## config.mk

```make
export PLATFORM = sky130hd
export DESIGN_NAME = stopwatch_time_counter
export DESIGN_NICKNAME = d
export VERILOG_FILES = /design/src/rtl/stopwatch_pkg.sv /design/src/rtl/bcd_digit_counter.sv /design/src/rtl/stopwatch_time_counter.sv
export SDC_FILE = /design/constraint.sdc
export NUM_CORES = 1
export LEC_CHECK = 0
export CORE_ASPECT_RATIO = 2
export CORE_MARGIN = 5
export CORE_UTILIZATION = 39
export CTS_BUF_LIST = sky130_fd_sc_hd__clkbuf_8
export CTS_CLUSTER_DIAMETER = 200
export DETAILED_ROUTE_END_ITERATION = 6
export HOLD_SLACK_MARGIN = 0.1
export PLACE_DENSITY_LB_ADDON = 0.12
export RECOVER_POWER = 100
export SLEW_MARGIN = 20
export SYNTH_ARGS = -nofsm -noshare
export SYNTH_HDL_FRONTEND = slang
export SYNTH_SLANG_ARGS = --single-unit
```

## constraint.sdc

```tcl
create_clock -name clk -period 2.4 [get_ports clk]
set_clock_uncertainty 0.2 [all_clocks]
set_input_delay 0.24 -clock clk [delete_from_list [all_inputs] [get_ports clk]]
set_output_delay 0.24 -clock clk [all_outputs]
set_load 0.1 [all_outputs]
```

## src/rtl/stopwatch_pkg.sv

```systemverilog
// Shared constants for the stopwatch time counter: BCD digit width, digit
// limits and the default number of clk_en pulses per centisecond.
package stopwatch_pkg;

  localparam int DIGIT_W = 4;
  localparam logic [DIGIT_W-1:0] DIGIT_MAX_9 = 4'd9;
  localparam logic [DIGIT_W-1:0] DIGIT_MAX_5 = 4'd5;
  localparam int CLK_EN_PER_CS_DEFAULT = 10;

endpackage

```

## src/rtl/bcd_digit_counter.sv

```systemverilog
// One BCD digit of the stopwatch: wraps to 0 after MAX and raises a
// combinational carry on the increment that causes the wrap.
module bcd_digit_counter
  import stopwatch_pkg::*;
#(
  parameter logic [DIGIT_W-1:0] MAX = DIGIT_MAX_9
) (
  input  logic               clk,
  input  logic               rst,
  input  logic               inc,
  input  logic               clr,
  output logic [DIGIT_W-1:0] digit,
  output logic               carry
);

  logic [DIGIT_W-1:0] digit_q;
  logic [DIGIT_W-1:0] digit_d;

  // Next digit value; anything at or above MAX wraps so the digit can never exceed its limit.
  always_comb begin
    digit_d = digit_q;
    if (clr) begin
      digit_d = {DIGIT_W{1'b0}};
    end else if (inc) begin
      digit_d = (digit_q >= MAX) ? {DIGIT_W{1'b0}} : (digit_q + 4'd1);
    end else begin
      digit_d = digit_q;
    end
  end

  // Digit register.
  always_ff @(posedge clk or posedge rst) begin
    if (rst) begin
      digit_q <= {DIGIT_W{1'b0}};
    end else begin
      digit_q <= digit_d;
    end
  end

  assign digit = digit_q;
  assign carry = inc & (digit_q == MAX);

endmodule

```

## src/rtl/stopwatch_time_counter.sv

```systemverilog
// Stopwatch time base: clk_en prescaler feeding a six-digit BCD MM:SS.cc counter.
// Optional lap-hold display freeze is enabled with `define STOPWATCH_LAP_HOLD_EN.
module stopwatch_time_counter
  import stopwatch_pkg::*;
#(
  parameter int CLK_EN_PER_CS = CLK_EN_PER_CS_DEFAULT
) (
  input  logic               clk,
  input  logic               rst,
  input  logic               clk_en,
  input  logic               counting,
  input  logic               paused,
  input  logic               reset_timer,
`ifdef STOPWATCH_LAP_HOLD_EN
  input  logic               lap,
`endif
  output logic [DIGIT_W-1:0] cs_ones,
  output logic [DIGIT_W-1:0] cs_tens,
  output logic [DIGIT_W-1:0] sec_ones,
  output logic [DIGIT_W-1:0] sec_tens,
  output logic [DIGIT_W-1:0] min_ones,
  output logic [DIGIT_W-1:0] min_tens,
  output logic               tick_cs,
  output logic               overflow
);

  localparam int PS_W = (CLK_EN_PER_CS > 1) ? $clog2(CLK_EN_PER_CS) : 1;
  localparam logic [PS_W-1:0] PS_LAST = PS_W'(CLK_EN_PER_CS - 1);

  logic            adv;
  logic            ps_wrap;
  logic [PS_W-1:0] ps_q;
  logic [PS_W-1:0] ps_d;
  logic            tick_cs_q;
  logic            tick_cs_d;
  logic            overflow_q;
  logic            overflow_d;

  logic cs_inc;
  logic sec_inc;
  logic min_inc;
  logic cs_ones_carry;
  logic sec_ones_carry;
  logic min_ones_carry;
  logic min_tens_carry;

  logic [DIGIT_W-1:0] live_cs_ones;
  logic [DIGIT_W-1:0] live_cs_tens;
  logic [DIGIT_W-1:0] live_sec_ones;
  logic [DIGIT_W-1:0] live_sec_tens;
  logic [DIGIT_W-1:0] live_min_ones;
  logic [DIGIT_W-1:0] live_min_tens;

  assign adv     = clk_en & counting & ~paused & ~reset_timer;
  assign ps_wrap = (ps_q >= PS_LAST);
  assign cs_inc  = adv & ps_wrap;

  // Prescaler, tick and sticky overflow next state; reset_timer wins over everything.
  always_comb begin
    ps_d       = ps_q;
    tick_cs_d  = 1'b0;
    overflow_d = overflow_q;
    if (reset_timer) begin
      ps_d       = {PS_W{1'b0}};
      tick_cs_d  = 1'b0;
      overflow_d = 1'b0;
    end else begin
      if (adv) begin
        ps_d = ps_wrap ? {PS_W{1'b0}} : (ps_q + {{(PS_W-1){1'b0}}, 1'b1});
      end else begin
        ps_d = ps_q;
      end
      tick_cs_d  = cs_inc;
      overflow_d = overflow_q | min_tens_carry;
    end
  end

  // Prescaler phase survives pause/stop so a resumed run finishes the partial centisecond.
  always_ff @(posedge clk or posedge rst) begin
    if (rst) begin
      ps_q       <= {PS_W{1'b0}};
      tick_cs_q  <= 1'b0;
      overflow_q <= 1'b0;
    end else begin
      ps_q       <= ps_d;
      tick_cs_q  <= tick_cs_d;
      overflow_q <= overflow_d;
    end
  end

  bcd_digit_counter #(.MAX(DIGIT_MAX_9)) u_cs_ones (
    .clk(clk), .rst(rst), .inc(cs_inc), .clr(reset_timer),
    .digit(live_cs_ones), .carry(cs_ones_carry)
  );

  bcd_digit_counter #(.MAX(DIGIT_MAX_9)) u_cs_tens (
    .clk(clk), .rst(rst), .inc(cs_ones_carry), .clr(reset_timer),
    .digit(live_cs_tens), .carry(sec_inc)
  );

  bcd_digit_counter #(.MAX(DIGIT_MAX_9)) u_sec_ones (
    .clk(clk), .rst(rst), .inc(sec_inc), .clr(reset_timer),
    .digit(live_sec_ones), .carry(sec_ones_carry)
  );

  bcd_digit_counter #(.MAX(DIGIT_MAX_5)) u_sec_tens (
    .clk(clk), .rst(rst), .inc(sec_ones_carry), .clr(reset_timer),
    .digit(live_sec_tens), .carry(min_inc)
  );

  bcd_digit_counter #(.MAX(DIGIT_MAX_9)) u_min_ones (
    .clk(clk), .rst(rst), .inc(min_inc), .clr(reset_timer),
    .digit(live_min_ones), .carry(min_ones_carry)
  );

  bcd_digit_counter #(.MAX(DIGIT_MAX_5)) u_min_tens (
    .clk(clk), .rst(rst), .inc(min_ones_carry), .clr(reset_timer),
    .digit(live_min_tens), .carry(min_tens_carry)
  );

  assign tick_cs  = tick_cs_q;
  assign overflow = overflow_q;

`ifdef STOPWATCH_LAP_HOLD_EN
  logic                   hold_q;
  logic [6*DIGIT_W-1:0]   lap_q;
  logic [6*DIGIT_W-1:0]   live_bus;

  assign live_bus = {live_min_tens, live_min_ones, live_sec_tens,
                     live_sec_ones, live_cs_tens, live_cs_ones};

  // Lap toggles the hold state; the live time is snapshotted when hold engages.
  always_ff @(posedge clk or posedge rst) begin
    if (rst) begin
      hold_q <= 1'b0;
      lap_q  <= {(6*DIGIT_W){1'b0}};
    end else if (reset_timer) begin
      hold_q <= 1'b0;
      lap_q  <= {(6*DIGIT_W){1'b0}};
    end else if (lap) begin
      hold_q <= ~hold_q;
      lap_q  <= hold_q ? lap_q : live_bus;
    end else begin
      hold_q <= hold_q;
      lap_q  <= lap_q;
    end
  end

  assign {min_tens, min_ones, sec_tens, sec_ones, cs_tens, cs_ones} =
         hold_q ? lap_q : live_bus;
`else
  assign cs_ones  = live_cs_ones;
  assign cs_tens  = live_cs_tens;
  assign sec_ones = live_sec_ones;
  assign sec_tens = live_sec_tens;
  assign min_ones = live_min_ones;
  assign min_tens = live_min_tens;
`endif

endmodule

```

==> flow_summary.yaml <==
sta:
  period_share: 0.918
  final-setup-viol-count: 0
  final_max_slew_viol_count: 0
  hold_viol: 0
  max_freq_mhz: 454
  grt_setup_unrepaired: "no"
  fin_crit_ns: 2.20
  slew_headroom: 0.223
  timing_worst_slew_pin_value_ns: 1.17
  setup_slack_ns: 0.198
  setup_total_negative_slack_ns: 0
worst_setup_path:
  critPathLaunch: "ps_q[1]"
  critPathCaptureType: "flop"
  regToRegEndpoint: "u_cs_tens.digit[2]"
  critical_path_start_end_classification: "flop to flop"
  critPathRequiredTime_ns: 2.40
  rr_startpoint: "ps_q[1]"
  ff2ff_setup_slack_ns: 0.20
  crit_path_end: "u_cs_tens.digit[2]"
  startpoint_type: "flop"
  arrival_ns: 2.20
  worst_r2r_path_depth: 6
  crit_fanout: 9
final_layout:
  layout_stage_area_growth_over_the_synthesis_result_pct: 13.6
  num-nets-final: 273
  post_layout_instance_area_um2: 2320
  fin_util: 0.451
  post_route_cells_drive_above_1_share: 0.126
  antenna_cells_inserted: 0
clocking:
  clk_transition_reported_paths_ns: 0.06
  post-cts-setup-buffer-count: 0
  cts_inserted_buffers: 5
  cts_hold_buffers: 0
  cts_sinks: 30
  clock_root_buffer: "clkbuf_8"
  clk_path_buf_depth: 2
  clk_latency_ns: 0.28
  cts_tree: "yes"
  ctsResizeCount: 0
  ctsHtreeMaxLevel: 2
floorplan:
  core_um2: 5140
  die-height_um: 112
  die_area_um2: 6870
  initial_core_util: 0.397
  core.rowCount: 37
  num_io_pins: 32
  die_w_um: 61.2
yosys:
  yosys.area_share.xor_xnor: 0.00429
  synth.top_cells.by_area: "dfrtp_1, ha_1, o21ai_0"
  synth_top_family_by_area: "simple AND/OR/NAND/NOR gates"
  cell_area_after_synthesis_um2: 2040
  yosys_warnings: 0
  synthesis.instances: 213
  synth.mux.area_fraction: 0.00552
  post_synth.cell_area_avg_um2: 9.58
  synth.net_count: 240
  synth-compound-area-share: 0.189
  ys_seq_elements: 30
  count_of_flip_flops_with_a_built_in_enable_after_synthesis: 0
  yosys.area.top_type: "dfrtp_1"
  synth_simple_gate_area_share: 0.240
  async_flop_share: 1.00
  netlist_cell_types: 53
  synth_ff_type: "dfrtp_1"
  seq_area_frac_synth: 0.368
  synth_fa_ha_area_frac: 0.129
  yosysTopAreaCellShare: 0.368
global_route:
  global_route.overflow_total: 0
  grt.total_usage: 0.158
  grt_pass1_wl_um: 8370
  largest_net_degree_at_the_start_of_global_routing: 31
  via_count_of_the_first_global_routing_pass: 1758
  antenna_found_initial: 0
pwr:
  irDropWorstVdd_uv: 376
  comb_power_share: 0.084
  seq_power_share: 0.509
  clock_power_share: 0.407
  p_sw_frac: 0.250
  internal_power_mw: 0.759
  power.static_leakage_nw: 1.02
  total_switching_power_mw: 0.253
  power_density_nw_per_um2: 436
place:
  buffer_ports.inserted: 31
  placedInstanceArea_um2: 2340
  place_congestion: 0.806
  hpwlAfterDp_um: 3800
  place_worst_setup_slack_ns: 0.187
routing:
  drt_pre_antenna_iters: 4
  drt-wirelength-per-cell_um: 16.0
  vias: 1768
  detailedRoute.firstIterationViolations: 59
  routed_wirelength_um: 4880
  ant_nets: 0
  detail_route.vias_per_cell: 5.80
  drc: 0
run_status:
  run_status: "finished clean"
flow_run:
  max_cap_viol_count: 0
worst_hold_path:
  min-delay-path-class: "flop to flop"
## power groups by stage
stage | Combinational, mW | Clock [mW] | Sequential, mW
after global routing | 0.0940 | 0.448 | 0.515
after detailed placement | 0.0905 | 0 | 0.524
final | 0.0849 | 0.412 | 0.515
after global placement | 0.0901 | 0 | 0.524
after CTS | 0.0906 | 0.425 | 0.515
after floorplan | 0.0455 | 0 | 0.542
## per-stage QoR
stage	cells	power, mW	hold slack [ns]
CTS	305	1.03	0.149
global placement	297	0.614	0.282
finish	305	1.01	0.293
detailed placement	297	0.615	0.291
floorplan	213	0.588	0.130
global route	305	1.06	0.326
## critical path, stage by stage, from the launching register on
cell	delay (ns)
dfrtp_1	0.41
inv_1	0.08
ha_1	0.17
or3b_1	0.51
a41oi_1	0.50
o21ai_0	0.16
o21ai_0	0.09
## placed cells by master (no fill, tap or decap), types with 2 or more instances in the layout
master           count
and2_1               2
nand4_1             10
nand4b_1             2
buf_4                2
dfrtp_1             23
clkbuf_1            21
o31ai_1              2
or3b_2               3
ha_1                21
clkdlybuf4s50_1      4
dfrtp_2              7
nand2_1             15
clkbuf_8             6
and3b_1              5
a211oi_1             5
nor2_1               4
a21oi_1              9
nand3_4              2
nor4_1               2
nor3_1               2
nor2b_1              4
a32o_1               3
nand2b_1             2
nand3_1              9
a41oi_1              3
o211ai_1             6
and4_1               3
inv_1               21
o21ai_0             21
clkbuf_2             6
## cells in the mapped netlist, types with 4 or more instances
| cell | n |
|---|---|
| dfrtp_1 | 30 |
| ha_1 | 21 |
| o21ai_0 | 20 |
| inv_1 | 19 |
| nand2_1 | 15 |
| nand4_1 | 10 |
| nand3_1 | 9 |
| a21oi_1 | 8 |
| a211oi_1 | 5 |
| and3b_1 | 5 |
| o211ai_1 | 5 |
| nor2_1 | 4 |
| nor2b_1 | 4 |
## registers in the layout, indices dropped and copies added (netlist names)
register	count
overflow	1
ps_q	4
tick_cs	1
u_cs_ones.digit	4
u_cs_tens.digit	4
u_min_ones.digit	4
u_min_tens.digit	4
u_sec_ones.digit	4
u_sec_tens.digit	4
## cell families after synthesis
family | after synthesis
buffers and inverters | 29
DFF | 30
xor gates and xnor gates | 1
and+or+nand+nor | 74
AOI/OAI and AO/OA | 57
adders and majority gates | 21
muxes | 1
## layer usage
layer  vias to the layer above  track usage  share of wire
li1                        855            -              -
met1                       871        0.182           0.38
met2                        32        0.271           0.56
met3                        10       0.0253          0.034
met5                         -            0              0
met4                         0       0.0724          0.026
## cell type report
class | count | area (um^2)
Clock buffer | 6 | 82.6
Clock inverter | 2 | 8.76
Fill cell | 531 | 2820
Inverter | 20 | 75.1
Multi-Input combinational cell | 154 | 1140
Sequential cell | 30 | 759
Tap cell | 58 | 72.6
Timing Repair Buffer | 35 | 178
## worst min-delay path by stage
stage / startpoint / cells past startpoint / to
3_3_place_gp: overflow / 1 / overflow
3_5_place_dp: overflow / 1 / overflow
6_report: overflow / 1 / overflow
4_1_cts: rst / 3 / ps_q[0]
5_1_grt: overflow / 1 / overflow
2_1_floorplan: rst / 1 / overflow
(Power assumes the default switching activity.)
